$ cat config.mk
export PLATFORM = sky130hd
export DESIGN_NAME = axi_dma_recv
export DESIGN_NICKNAME = d
export VERILOG_FILES = /design/src/rtl/axi_dma_pkg.sv /design/src/rtl/axi_dma_recv.sv
export SDC_FILE = /design/constraint.sdc
export NUM_CORES = 1
export LEC_CHECK = 0
export ABC_AREA = 1
export BUFFER_PORTS_ARGS = -buffer_cell sky130_fd_sc_hd__buf_4
export CAP_MARGIN = 30
export CORE_ASPECT_RATIO = 0.75
export CORE_MARGIN = 2
export CORE_UTILIZATION = 30
export DETAILED_ROUTE_END_ITERATION = 6
export SLEW_MARGIN = 20
export SYNTH_ARGS = -nofsm -noshare
export SYNTH_HDL_FRONTEND = slang
export SYNTH_SLANG_ARGS = --single-unit
export TNS_END_PERCENT = 100
$ cat constraint.sdc
create_clock -name aclk -period 5.8 [get_ports aclk]
set_input_delay 0.58 -clock aclk [delete_from_list [all_inputs] [get_ports aclk]]
set_output_delay 0.58 -clock aclk [all_outputs]
set_load 0.02 [all_outputs]
$ cat src/rtl/axi_dma_pkg.sv
// Shared definitions for the AXI DMA receive path: FSM state encoding, beat
// geometry, AXI response codes and the write-beat payload struct.
package axi_dma_pkg;

  localparam int unsigned ADDR_W     = 32;
  localparam int unsigned CNT_W      = 8;
  localparam int unsigned BEAT_BYTES = 8;
  localparam int unsigned DATA_W     = BEAT_BYTES * 8;
  localparam int unsigned LANE_W     = 3;

  localparam logic [1:0] AXI_RESP_OKAY   = 2'b00;
  localparam logic [1:0] AXI_RESP_SLVERR = 2'b10;

  typedef enum logic [1:0] {
    IDLE  = 2'd0,
    FILL  = 2'd1,
    WRITE = 2'd2,
    RESP  = 2'd3
  } dma_state_e;

  // One write beat under construction: packed data lanes plus byte strobes.
  typedef struct packed {
    logic [DATA_W-1:0]     data;
    logic [BEAT_BYTES-1:0] strb;
  } wr_beat_t;

  // Round a byte address down to its beat boundary.
  function automatic logic [ADDR_W-1:0] beat_align(input logic [ADDR_W-1:0] a);
    return {a[ADDR_W-1:LANE_W], LANE_W'(0)};
  endfunction

endpackage

$ cat src/rtl/axi_dma_recv.sv
// axi_dma_recv: packs a received byte stream into 8-byte AXI write beats.
//   aclk, aresetn          clock, async active-low reset
//   start/base_addr/count  transfer request (sampled on start)
//   flush                  channel ended early; write out any partial beat
//   busy/done/error        status; bytes_written counts accepted bytes
//   s_tdata/s_tvalid/s_tready  incoming byte stream
//   aw*/w*/b*              M_AXI write channels, one write outstanding at most
// Build option: AXI_DMA_RECV_ERR_ABORT_EN aborts the transfer on a non-OKAY
// write response instead of recording the error and carrying on.
module axi_dma_recv
  import axi_dma_pkg::*;
(
  input  logic                  aclk,
  input  logic                  aresetn,
  input  logic                  start,
  input  logic [ADDR_W-1:0]     base_addr,
  input  logic [CNT_W-1:0]      count,
  input  logic                  flush,
  output logic                  busy,
  output logic                  done,
  output logic                  error,
  output logic [CNT_W-1:0]      bytes_written,
  input  logic [7:0]            s_tdata,
  input  logic                  s_tvalid,
  output logic                  s_tready,
  output logic [ADDR_W-1:0]     awaddr,
  output logic                  awvalid,
  input  logic                  awready,
  output logic [DATA_W-1:0]     wdata,
  output logic [BEAT_BYTES-1:0] wstrb,
  output logic                  wvalid,
  input  logic                  wready,
  input  logic [1:0]            bresp,
  input  logic                  bvalid,
  output logic                  bready
);

  dma_state_e        state_q, state_d;
  logic [ADDR_W-1:0] addr_q, addr_d;
  logic [ADDR_W-1:0] awaddr_q, awaddr_d;
  logic [CNT_W-1:0]  remaining_q, remaining_d;
  logic [CNT_W-1:0]  bw_q, bw_d;
  wr_beat_t          beat_q, beat_d;
  logic busy_q, busy_d, done_q, done_d, err_q, err_d, tready_q, tready_d;
  logic awvalid_q, awvalid_d, wvalid_q, wvalid_d, bready_q, bready_d;
  logic flush_pend_q, flush_pend_d;
  logic abort;

  logic [LANE_W-1:0] lane;
  logic              aw_hs, w_hs, b_hs;

  assign lane  = addr_q[LANE_W-1:0];
  assign aw_hs = awvalid_q && awready;
  assign w_hs  = wvalid_q && wready;
  assign b_hs  = bready_q && bvalid;

  // State and output registers.
  always_ff @(posedge aclk or negedge aresetn) begin
    if (!aresetn) begin
      state_q      <= IDLE;
      addr_q       <= '0;
      awaddr_q     <= '0;
      remaining_q  <= '0;
      bw_q         <= '0;
      beat_q       <= '0;
      busy_q       <= 1'b0;
      done_q       <= 1'b0;
      err_q        <= 1'b0;
      tready_q     <= 1'b0;
      awvalid_q    <= 1'b0;
      wvalid_q     <= 1'b0;
      bready_q     <= 1'b0;
      flush_pend_q <= 1'b0;
    end else begin
      state_q      <= state_d;
      addr_q       <= addr_d;
      awaddr_q     <= awaddr_d;
      remaining_q  <= remaining_d;
      bw_q         <= bw_d;
      beat_q       <= beat_d;
      busy_q       <= busy_d;
      done_q       <= done_d;
      err_q        <= err_d;
      tready_q     <= tready_d;
      awvalid_q    <= awvalid_d;
      wvalid_q     <= wvalid_d;
      bready_q     <= bready_d;
      flush_pend_q <= flush_pend_d;
    end
  end

  // Next-state and next-output logic.
  always_comb begin
    state_d      = state_q;
    addr_d       = addr_q;
    awaddr_d     = awaddr_q;
    remaining_d  = remaining_q;
    bw_d         = bw_q;
    beat_d       = beat_q;
    done_d       = 1'b0;
    err_d        = err_q;
    awvalid_d    = awvalid_q;
    wvalid_d     = wvalid_q;
    bready_d     = bready_q;
    flush_pend_d = flush_pend_q;
    abort        = 1'b0;

    unique case (state_q)
      IDLE: begin
        if (start) begin
          err_d        = 1'b0;
          bw_d         = '0;
          beat_d       = '0;
          flush_pend_d = 1'b0;
          if (count == '0) begin
            done_d = 1'b1;
          end else begin
            state_d     = FILL;
            addr_d      = base_addr;
            remaining_d = count;
          end
        end
      end

      FILL: begin
        // flush wins over a byte offered in the same cycle
        if (flush) begin
          if (beat_q.strb != '0) begin
            state_d      = WRITE;
            flush_pend_d = 1'b1;
            awvalid_d    = 1'b1;
            wvalid_d     = 1'b1;
            awaddr_d     = beat_align(addr_q);
          end else begin
            state_d = IDLE;
            done_d  = 1'b1;
          end
        end else if (s_tvalid && tready_q) begin
          beat_d.data[{lane, 3'b000} +: 8] = s_tdata;
          beat_d.strb[lane]                = 1'b1;
          addr_d      = addr_q + ADDR_W'(1);
          bw_d        = bw_q + CNT_W'(1);
          remaining_d = remaining_q - CNT_W'(1);
          // beat is complete at the top lane or on the last byte
          if (lane == LANE_W'(BEAT_BYTES - 1) || remaining_q == CNT_W'(1)) begin
            state_d   = WRITE;
            awvalid_d = 1'b1;
            wvalid_d  = 1'b1;
            awaddr_d  = beat_align(addr_q);
          end
        end
      end

      WRITE: begin
        if (flush) flush_pend_d = 1'b1;
        if (aw_hs) awvalid_d = 1'b0;
        if (w_hs)  wvalid_d  = 1'b0;
        if (!awvalid_d && !wvalid_d) begin
          state_d  = RESP;
          bready_d = 1'b1;
        end
      end

      RESP: begin
        if (flush) flush_pend_d = 1'b1;
        if (b_hs) begin
          bready_d = 1'b0;
          beat_d   = '0;
          if (bresp != AXI_RESP_OKAY) err_d = 1'b1;
`ifdef AXI_DMA_RECV_ERR_ABORT_EN
          abort = (bresp != AXI_RESP_OKAY);
`endif
          if (!abort && remaining_q != '0 && !flush_pend_q && !flush) begin
            state_d = FILL;
          end else begin
            state_d = IDLE;
            done_d  = 1'b1;
          end
        end
      end

      default: state_d = IDLE;
    endcase

    busy_d   = (state_d != IDLE);
    tready_d = (state_d == FILL) && (remaining_d != '0);
  end

  assign busy          = busy_q;
  assign done          = done_q;
  assign error         = err_q;
  assign bytes_written = bw_q;
  assign s_tready      = tready_q;
  assign awaddr        = awaddr_q;
  assign awvalid       = awvalid_q;
  assign wdata         = beat_q.data;
  assign wstrb         = beat_q.strb;
  assign wvalid        = wvalid_q;
  assign bready        = bready_q;

endmodule

# After elaboration in Yosys (flattened, before gate mapping)
# Cells that the tools add are included.
word_totals:
  ff_bits: 162
  input_bits: 58
  output_inout_bits: 119
  word_cells: 144
classes:
  add_sub_neg: 4
  n_lt_le_gt_ge: 2
  eq_ne: 20
  n_shift: 2
  n_mux: 63
  bitwise_logic: 1
  reduce_logical: 37
ops:
  columns: ["operator", "n"]
  rows:
  - ["72-bit 2-to-1 mux", 4]
  - ["32-bit 2-to-1 mux", 8]
  - ["72-bit one-hot mux with 3 select lines", 1]
  - ["64-bit bitwise mux", 1]
  - ["32-bit one-hot mux with 2 select lines", 1]
  - ["8-bit by 8-bit variable shift with 64-bit output (first input constant)", 1]
  - ["8-bit by 8-bit indexed part select with 64-bit output", 1]
  - ["8-bit 2-to-1 mux", 7]
  - ["32-bit by 1-bit adder with 32-bit output (second input constant)", 1]
  - ["8-bit one-hot mux with 2 select lines", 2]
  - ["8-bit nonzero test", 3]
  - ["1-bit 2-to-1 mux", 23]
  - ["4-bit AND reduction", 5]
  - ["2-bit inequality test (second input constant)", 9]
  - ["2-bit 2-to-1 mux", 8]
  - ["2-bit nonzero test", 8]
  - ["5-bit AND reduction", 2]
  - ["1-bit logical AND", 9]
  - ["3-bit inequality test (second input constant)", 3]
  - ["8-bit by 1-bit adder with 8-bit output (second input constant)", 1]
  - ["8-bit by 1-bit equality test with 1-bit output (second input constant)", 1]
  - ["8-bit logical NOT", 1]
  - ["6-bit negation with 8-bit output", 1]
  - ["8-bit OR", 1]
  - ["other kinds (17)", 27]

# Depth between registers and ports, before layout
# Gate-level depths: netlist (run 1).
logic_depth:
  depth_word: 9
  mapped_depth: 14

# Worst setup path before layout (run 1)
# OpenSTA, ideal clock, no wires.
synth_timing:
  path_type: "register to register"
  startpoint: "reg addr_q[0]"
  endpoint: "reg beat_q, in the netlist wdata[38]"
  arrival_time_ns: 1.932
  required_ns: 5.678
  setup_slack_ns: 3.746
  path_stages_with_launch: 13
  n_path_buf: 2
  period_less_slack_ns: 2.054
  path_cell_list: "dfrtp_1 buf_4 inv_2 ha_1 ha_1 inv_1 nand2_1 inv_1 nand4_1 nor2_2 nor2_1 buf_2 a32o_1"
synth_via:
  elab_chain_cells: 6
  word_cells_on_any_way: 7
synth_lines:
  columns: ["element", "line_no", "rtl"]
  rows:
  - ["start: declaration", "axi_dma_recv.sv:39", "logic [ADDR_W-1:0] addr_q, addr_d;"]
  - ["start signal: assignment", "axi_dma_recv.sv:76", "addr_q <= addr_d;"]
  - ["6-bit negation with 8-bit output (*)", "axi_dma_recv.sv:139", "beat_d.data[{lane, 3'b000} +: 8] = s_tdata;"]
  - ["8-bit by 8-bit indexed part select with 64-bit output or 8-bit by 8-bit variable shift with 64-bit output (tied branches)", "axi_dma_recv.sv:139", null]
  - ["64-bit bitwise mux (*)", "axi_dma_recv.sv:139", null]
  - ["72-bit 2-to-1 mux (*)", "axi_dma_recv.sv:138", "end else if (s_tvalid && tready_q) begin"]
  - ["72-bit 2-to-1 mux (*)", "axi_dma_recv.sv:127", "if (flush) begin"]
  - ["72-bit one-hot mux with 3 select lines (*)", "axi_dma_recv.sv:108", "unique case (state_q)"]
  - ["end signal: assignment", "axi_dma_recv.sv:80", "beat_q <= beat_d;"]
  - ["end: declaration", "axi_dma_recv.sv:43", "wr_beat_t beat_q, beat_d;"]
# Mark *: on every way between the ends. The rest lies on a longest branch, timed or not. The select of a mux whose other input is x is not followed.
# A chain may end at the register's enable or synchronous reset.

# Worst setup path in the final report (run 1)
layout_timing:
  startpoint: "reg state_q[1]"
  endpoint: "reg addr_q[20]"
layout_via:
  elab_chain_cells: 3
  word_cells_on_any_way: 9
layout_lines:
  columns: ["element", "line_no", "rtl"]
  rows:
  - ["start: declaration", "axi_dma_recv.sv:38", "dma_state_e state_q, state_d;"]
  - ["start signal: assignment", "axi_dma_recv.sv:75", "state_q <= state_d;"]
  - ["2-bit by 1-bit equality test with 1-bit output or 2-bit logical NOT (tied branches)", "axi_dma_recv.sv:108", null]
  - ["2-bit inequality test (no source line) or 2-bit nonzero test (tied branches)", null, null]
  - ["5-bit AND reduction (no source line)", null, null]
# Several ways; a longest one is shown, not always the timed one.

==> results.py, run 1 <==
metrics = {
    "synthesis": {
        "ys_warn_count": 0,
        "synth_area_mm2": 0.007965,
        "postSynthAreaPerCell_um2": 8.037,
        "yosysUniqueCellTypes": 44,
        "syn_inst": 991,
        "synth_compound_gate_area_share": 0.1409,
        "synth-xor-area-share": 0.01429,
        "ys_seq_area_frac": 0.4995,
        "synth_fa_ha_area_frac": 0.01571,
        "ys_ff_latch": 159,
        "synth_top_family_by_area": "simple AND/OR/NAND/NOR gates",
        "synthMuxAreaShare": 0,
        "synthSimpleGateAreaFrac": 0.2526,
    },
    "global_routing": {
        "first_global_vias": 6956,
        "grt_pass1_wl_mm": 39.40,
        "grt_max_degree": 71,
        "antenna_found_initial": 1,
        "grtUsageTotal": 0.1802,
        "gr-total-overflow": 0,
    },
    "worst_setup_path": {
        "reg2regPathDepth": 7,
        "worst_setup_path_start_kind": "register",
        "r2r-end": "addr_q[20]$_DFFE_PN0P_",
        "reg2reg_slack_ns": 2.80,
        "path_cells": "nor2_4 > nand2_1 > nand2_2 > nand2_1 > inv_2 > o21ai_0 > o22ai_1",
        "worstSetupPathType": "register to register",
        "path_max_fanout": 51,
        "cp-end-kind": "register",
        "cp.required_ns": 6.14,
        "cp_slowest_cell": "inv_2",
        "reg2reg_from": "state_q[1]$_DFF_PN0_",
        "cp.arrival_ns": 3.34,
        "crit_top_cell": "nand2_1",
        "critPathMaxStageDelay_ns": 0.74,
    },
    "pwr": {
        "p_int_w": 0.002802,
        "p_leak_nw": 5.022,
        "pwr-share-clk": 0.227,
        "pwr-share-seq": 0.328,
        "switching_power_w": 0.002360,
        "power_frac_comb": 0.445,
        "p_per_area_mw_per_mm2": 504.5,
        "switching_share": 0.4572,
        "peakVddDrop_mv": 0.2342,
    },
    "clock_tree": {
        "post_cts_resized": 0,
        "clkTransAtPathRegs_ns": 0.07,
        "ctsHoldBuffers": 1,
        "cts_made_buffers": 17,
        "clock_path_buffers": 2,
        "post_cts_buffers": 0,
        "cts_num_sinks": 159,
        "clock_latency_ns": 0.43,
        "root_buffer": "clkbuf_16",
        "htree_levels": 4,
        "cts_tree": "built",
    },
    "floorplan": {
        "die_x_um": 192.2,
        "die_area_mm2": 0.02788,
        "ios": 177,
        "start_util": 0.3059,
        "placementRows": 51,
        "coreArea_mm2": 0.02604,
        "die-height_um": 145.1,
    },
    "job": {
        "max-cap-violations": 0,
    },
    "min_path": {
        "hold_end": "bready$_DFFE_PN0P_",
        "worstHoldPathCells": 4,
        "hp-start": "bvalid",
        "hold_path.class": "primary input to register",
    },
    "final_layout": {
        "drive_above_1_share": 0.2104,
        "area_growth_pct": 28.46,
        "antenna_cells": 0,
        "fin_nets": 1224,
        "nFillCells": 2701,
    },
    "routing": {
        "dr_total_vias": 7361,
        "firstDrtPassIters": 5,
        "wl_per_cell_um": 16.42,
        "drt_iter0_drc": 637,
        "routed_wl_mm": 24.85,
        "ant_nets": 0,
        "drc": 0,
        "routed_via_density": 4.865,
    },
    "timing": {
        "max_freq_mhz": 332.8,
        "fin_tns_setup_ns": 0,
        "post-route-worst-setup-slack_ns": 2.795,
        "worst_slew_pin_slew_ns": 0.8202,
        "hold_violations": 0,
        "fin_crit_ns": 3.005,
        "finalSetupViolCount": 0,
        "slew-limit-headroom": 0.4512,
        "post-route-period-util": 0.5181,
        "fin_skew_ns": 0.01183,
        "slew_viol_final": 0,
        "rsz0062_at_grt": "no",
    },
    "status": {
        "run_status": "completed",
    },
    "placed_design": {
        "dp_slack_ns": 2.772,
        "gp_congestion": 0.8635,
        "place_hpwl_mm": 18.39,
        "io_buffer_count": 173,
    },
}
## area by class of cell
type / instances / area (µm²) / area share
multi-input combinational: 686 / 3385 / 0.3308
inverter: 112 / 420.4 / 0.04109
tap: 344 / 430.4 / 0.04206
clock inverter: 11 / 127.6 / 0.01247
timing repair buffer: 180 / 1410 / 0.1378
clock buffer: 21 / 480.5 / 0.04696
sequential: 159 / 3979 / 0.3888
## kinds of logic (layout without fill, tap and decap cells)
group	after synthesis	after routing
compound gates	205	205
xor+xnor	13	13
fa+ha+maj	10	10
buf+inv	148	324
flops	159	159
other cells	1	3
simple gates	455	455
## layer usage
metal  track usage  share of wire  vias up
met4       0.04389          0.011        2
li1              -              -     3592
met5             0        0.00032        -
met2        0.2450           0.41      203
met3       0.04862          0.069       24
met1        0.2780           0.51     3540
## worst max-delay path: cells and delay by family (launching register included)
family / cells / cell delay [ns]
DFF: 1 / 0.57
AOI/OAI and AO/OA: 2 / 0.41
buffers and inverters: 1 / 0.74
and+or+nand+nor: 4 / 1.16
## worst max-delay path by stage
stage                                        end                   from  cells past startpoint
after detailed placement  addr_q[20]$_DFFE_PN0P_   state_q[1]$_DFF_PN0_                      7
after global routing      addr_q[12]$_DFFE_PN0P_   state_q[1]$_DFF_PN0_                      7
after global placement    addr_q[26]$_DFFE_PN0P_   state_q[1]$_DFF_PN0_                      8
final                     addr_q[20]$_DFFE_PN0P_   state_q[1]$_DFF_PN0_                      7
after floorplan            wdata[38]$_DFFE_PN0P_  addr_q[0]$_DFFE_PN0P_                     12
after CTS                 addr_q[20]$_DFFE_PN0P_   state_q[1]$_DFF_PN0_                      7
## power groups by stage
stage / clock (W) / sequential [W] / combinational (W)
2_1_floorplan: 0 / 0.00181 / 0.00143
3_3_place_gp: 0 / 0.00170 / 0.00226
3_5_place_dp: 0 / 0.00171 / 0.00229
4_1_cts: 0.00120 / 0.00169 / 0.00230
5_1_grt: 0.00124 / 0.00174 / 0.00258
6_report: 0.00117 / 0.00169 / 0.00230
## metrics by stage
stage	std cells	utilization	cell area [µm²]	hold WS [ns]	total power [W]
5_1_grt	1513	0.3930	10230	0.4128	0.005557
3_3_place_gp	1477	0.3664	9539	0.4480	0.003961
6_report	1513	0.3930	10230	0.4117	0.005162
2_1_floorplan	993	-	7973	0.2844	0.003239
4_1_cts	1511	0.3909	10180	0.3997	0.005195
3_5_place_dp	1478	0.3672	9559	0.4445	0.004001
## cell usage in the layout, fill, tap and decap left out, types with 19 or more instances in the layout
cell type | Yosys | routed
nand3_1 | 72 | 72
inv_1 | 98 | 98
o21ai_0 | 81 | 81
nand2_1 | 235 | 235
nor3_1 | 19 | 19
o21ai_1 | 48 | 48
nor2_1 | 92 | 92
buf_4 | 6 | 175
a21oi_1 | 35 | 35
dfrtp_1 | 159 | 159
## cells in the mapped netlist
cell,n,area (µm²)
inv_2,13,48.80
nor3_2,1,10.01
nand2_2,3,18.77
o41ai_1,4,35.03
nand3_4,1,17.52
o21ai_1,48,240.2
a2bb2oi_1,1,8.760
xor2_1,13,113.9
nand2_1,235,882.1
or2_1,1,6.260
nor2_4,5,56.30
nor3_1,19,95.09
buf_1,1,3.750
o211ai_1,2,15.01
nand4_2,4,50.05
nand2_4,1,11.26
o221ai_1,1,8.760
clkbuf_1,9,33.78
o21ai_0,81,405.4
nand3_1,72,360.4
buf_6,1,11.26
nand3_2,1,10.01
and3_1,3,18.77
inv_1,98,367.9
a21oi_1,35,175.2
ha_1,10,125.1
a21boi_0,1,7.510
a32o_1,5,50.05
dfrtp_1,159,3979
nor4_1,1,6.260
nor2_8,1,20.02
nor2_2,3,18.77
nor3_4,1,16.27
o21bai_1,1,7.510
conb_1,1,3.750
nor2_1,92,345.3
nand4_1,11,68.82
a31oi_1,5,31.28
o22ai_1,16,100.1
o31ai_1,4,30.03
a22oi_1,1,7.510
buf_4,6,45.04
clkinv_1,1,3.750
buf_2,19,95.09
## registers in the layout, summed over array words and instances, names as in the netlist
register and count:
flush_pend_q 1, error 1, busy 1, bytes_written 8, addr_q 32, s_tready 1, wvalid 1, bready 1
remaining_q 8, wdata 64, state_q 2, awvalid 1, wstrb 8, done 1, awaddr 29
No activity file was read; power rests on OpenSTA's default activity.
==> inputs of run 2 (changes only) <==
==> constraint.sdc (replaced) <==
create_clock -name aclk -period 3.1 [get_ports aclk]
set_input_delay 0.31 -clock aclk [delete_from_list [all_inputs] [get_ports aclk]]
set_output_delay 0.31 -clock aclk [all_outputs]
set_load 0.02 [all_outputs]
==> run 2 against run 1 <==
  * Hold slack worse by 0.28 ns
  * Critical path depth is 1 higher
  * Maximum frequency is 9.1% higher
  * Count of clock-buffer cells in the layout is 4 lower
  * Die area stayed put
  * Clock skew is 0.0059 ns higher
  * Register-to-register slack worse by 2.4 ns
  * Total power is 89% higher
  * Combinational power is 90% higher
  * Final area is 0.15% higher
==> results.py, run 2 (synthesis results as in run 1) <==
metrics = {
    "status": {
        "run_status": "completed",
    },
    "global_routing": {
        "first_global_vias": 6991,
        "gr-total-overflow": 0,
        "grtUsageTotal": 0.1793,
        "grt_pass1_wl_mm": 39.05,
        "grt_max_degree": 71,
        "antenna_found_initial": 0,
    },
    "routing": {
        "routed_via_density": 4.835,
        "ant_nets": 0,
        "drt_iter0_drc": 633,
        "drc": 0,
        "dr_total_vias": 7339,
        "firstDrtPassIters": 5,
        "routed_wl_mm": 24.63,
        "wl_per_cell_um": 16.22,
    },
    "placed_design": {
        "place_hpwl_mm": 18.43,
        "gp_congestion": 0.9130,
        "dp_slack_ns": 0.4492,
        "io_buffer_count": 173,
    },
    "final_layout": {
        "fin_nets": 1229,
        "antenna_cells": 0,
        "area_growth_pct": 28.65,
        "final_common_cell": "nand2_1",
        "layout_common_cells": "nand2_1 (235), buf_4 (180), dfrtp_1 (159)",
        "drive_above_1_share": 0.2138,
        "largest_reg_flops": 64,
    },
    "pwr": {
        "power_frac_comb": 0.450,
        "pwr-share-clk": 0.225,
        "finalPower_w": 0.009747,
        "switching_power_w": 0.004508,
        "pwr-share-seq": 0.325,
        "p_leak_nw": 5.030,
        "p_int_w": 0.005239,
        "peakVddDrop_mv": 0.4786,
        "switching_share": 0.4625,
        "p_per_area_mw_per_mm2": 951.2,
    },
    "worst_setup_path": {
        "cp.required_ns": 3.45,
        "cp-end-kind": "register",
        "crit_end": "wdata[35]$_DFFE_PN0P_",
        "cp.arrival_ns": 3.10,
        "reg2regPathDepth": 8,
        "reg2reg_from": "addr_q[0]$_DFFE_PN0P_",
        "cp_slowest_cell": "nor2_1",
        "worstSetupPathType": "register to register",
        "worst_setup_path_start_kind": "register",
        "reg2reg_slack_ns": 0.35,
        "path_cells": "inv_2 > ha_1 > clkinv_1 > nand4_1 > nor2_2 > nor2_1 > nand2_1 > o31ai_1",
        "critPathMaxStageDelay_ns": 0.66,
        "cp-startpoint": "addr_q[0]$_DFFE_PN0P_",
        "r2r-end": "wdata[35]$_DFFE_PN0P_",
        "path_max_fanout": 12,
    },
    "timing": {
        "hold_violations": 0,
        "post-route-period-util": 0.8887,
        "worst_slew_pin_slew_ns": 0.8587,
        "post-route-worst-setup-slack_ns": 0.3451,
        "slew-limit-headroom": 0.4254,
        "fin_crit_ns": 2.755,
        "slew_viol_final": 0,
        "fin_tns_setup_ns": 0,
        "finalSetupViolCount": 0,
        "fin_skew_ns": 0.01776,
        "max_freq_mhz": 363.0,
        "rsz0062_at_grt": "no",
    },
    "clock_tree": {
        "post_cts_resized": 0,
        "cts_num_sinks": 159,
        "clock_latency_ns": 0.44,
        "cts_tree": "built",
        "ctsHoldBuffers": 1,
        "post_cts_buffers": 0,
        "root_buffer": "clkbuf_16",
        "cts_made_buffers": 17,
        "clkTransAtPathRegs_ns": 0.07,
        "htree_levels": 4,
        "clock_path_buffers": 2,
    },
    "min_path": {
        "hold_path.class": "primary input to register",
        "worstHoldPathCells": 4,
    },
    "floorplan": {
        "die-height_um": 145.1,
        "ios": 177,
        "placementRows": 51,
        "start_util": 0.3059,
        "die_x_um": 192.2,
        "coreArea_mm2": 0.02604,
        "die_area_mm2": 0.02788,
    },
    "job": {
        "max-cap-violations": 0,
    },
}
run 2: cell types whose count changed in the layout (fill, tap and decap cells not counted), moves of 2 or more:
cell	change
buf_4	+5
clkbuf_8	-4
inv_8	+4
buf_12	+2
buf_16	-2
run 2: metrics by stage:
step	hold WS, ns	instance area, µm²	utilization	cells
CTS	0.1153	10250	0.3936	1518
finish	0.1358	10250	0.3936	1518
detailed placement	0.3913	9637	0.3701	1485
floorplan	0.01441	7973	-	993
global placement	0.3898	9637	0.3701	1485
global route	0.1462	10250	0.3936	1518
run 2: worst min-delay path by stage:
stage                        start                      endpoint  slack (ns)
final                       bvalid            bready$_DFFE_PN0P_        0.14
after global placement     aresetn  bytes_written[6]$_DFFE_PN0P_        0.39
after global routing      bresp[0]             error$_DFFE_PN0P_        0.15
after CTS                   bvalid            bready$_DFFE_PN0P_        0.12
after floorplan            aresetn         addr_q[0]$_DFFE_PN0P_        0.01
after detailed placement   aresetn  bytes_written[6]$_DFFE_PN0P_        0.39
run 2: power by group through the flow:
stage | combinational [W] | clock (W) | sequential [W]
floorplan | 0.00267 | 0 | 0.00339
global placement | 0.00434 | 0 | 0.00319
detailed placement | 0.00437 | 0 | 0.00320
CTS | 0.00439 | 0.00225 | 0.00317
global route | 0.00491 | 0.00234 | 0.00325
finish | 0.00438 | 0.00220 | 0.00317
run 2: worst max-delay path, delay by kind of cell, from the launching register on:
| kind | cells | cell delay [ns] |
|---|---|---|
| AOI/OAI and AO/OA | 1 | 0.10 |
| adders and majority gates | 1 | 0.43 |
| and+or+nand+nor | 4 | 1.09 |
| buffers and inverters | 2 | 0.45 |
| DFF | 1 | 0.59 |
run 2: final cells by class:
type	count	area (µm²)
fill	2715	15790
clock inverter	15	175.2
timing repair buffer	185	1433
clock buffer	17	425.4
inverter	112	420.4
sequential	159	3979
tap	344	430.4
multi-input combinational	686	3385
run 2: layer usage:
metal	GRT usage	wire length [µm]
met1	0.2819	12690
met2	0.2387	9987
met3	0.04693	1693
met4	0.04313	256
met5	0	0
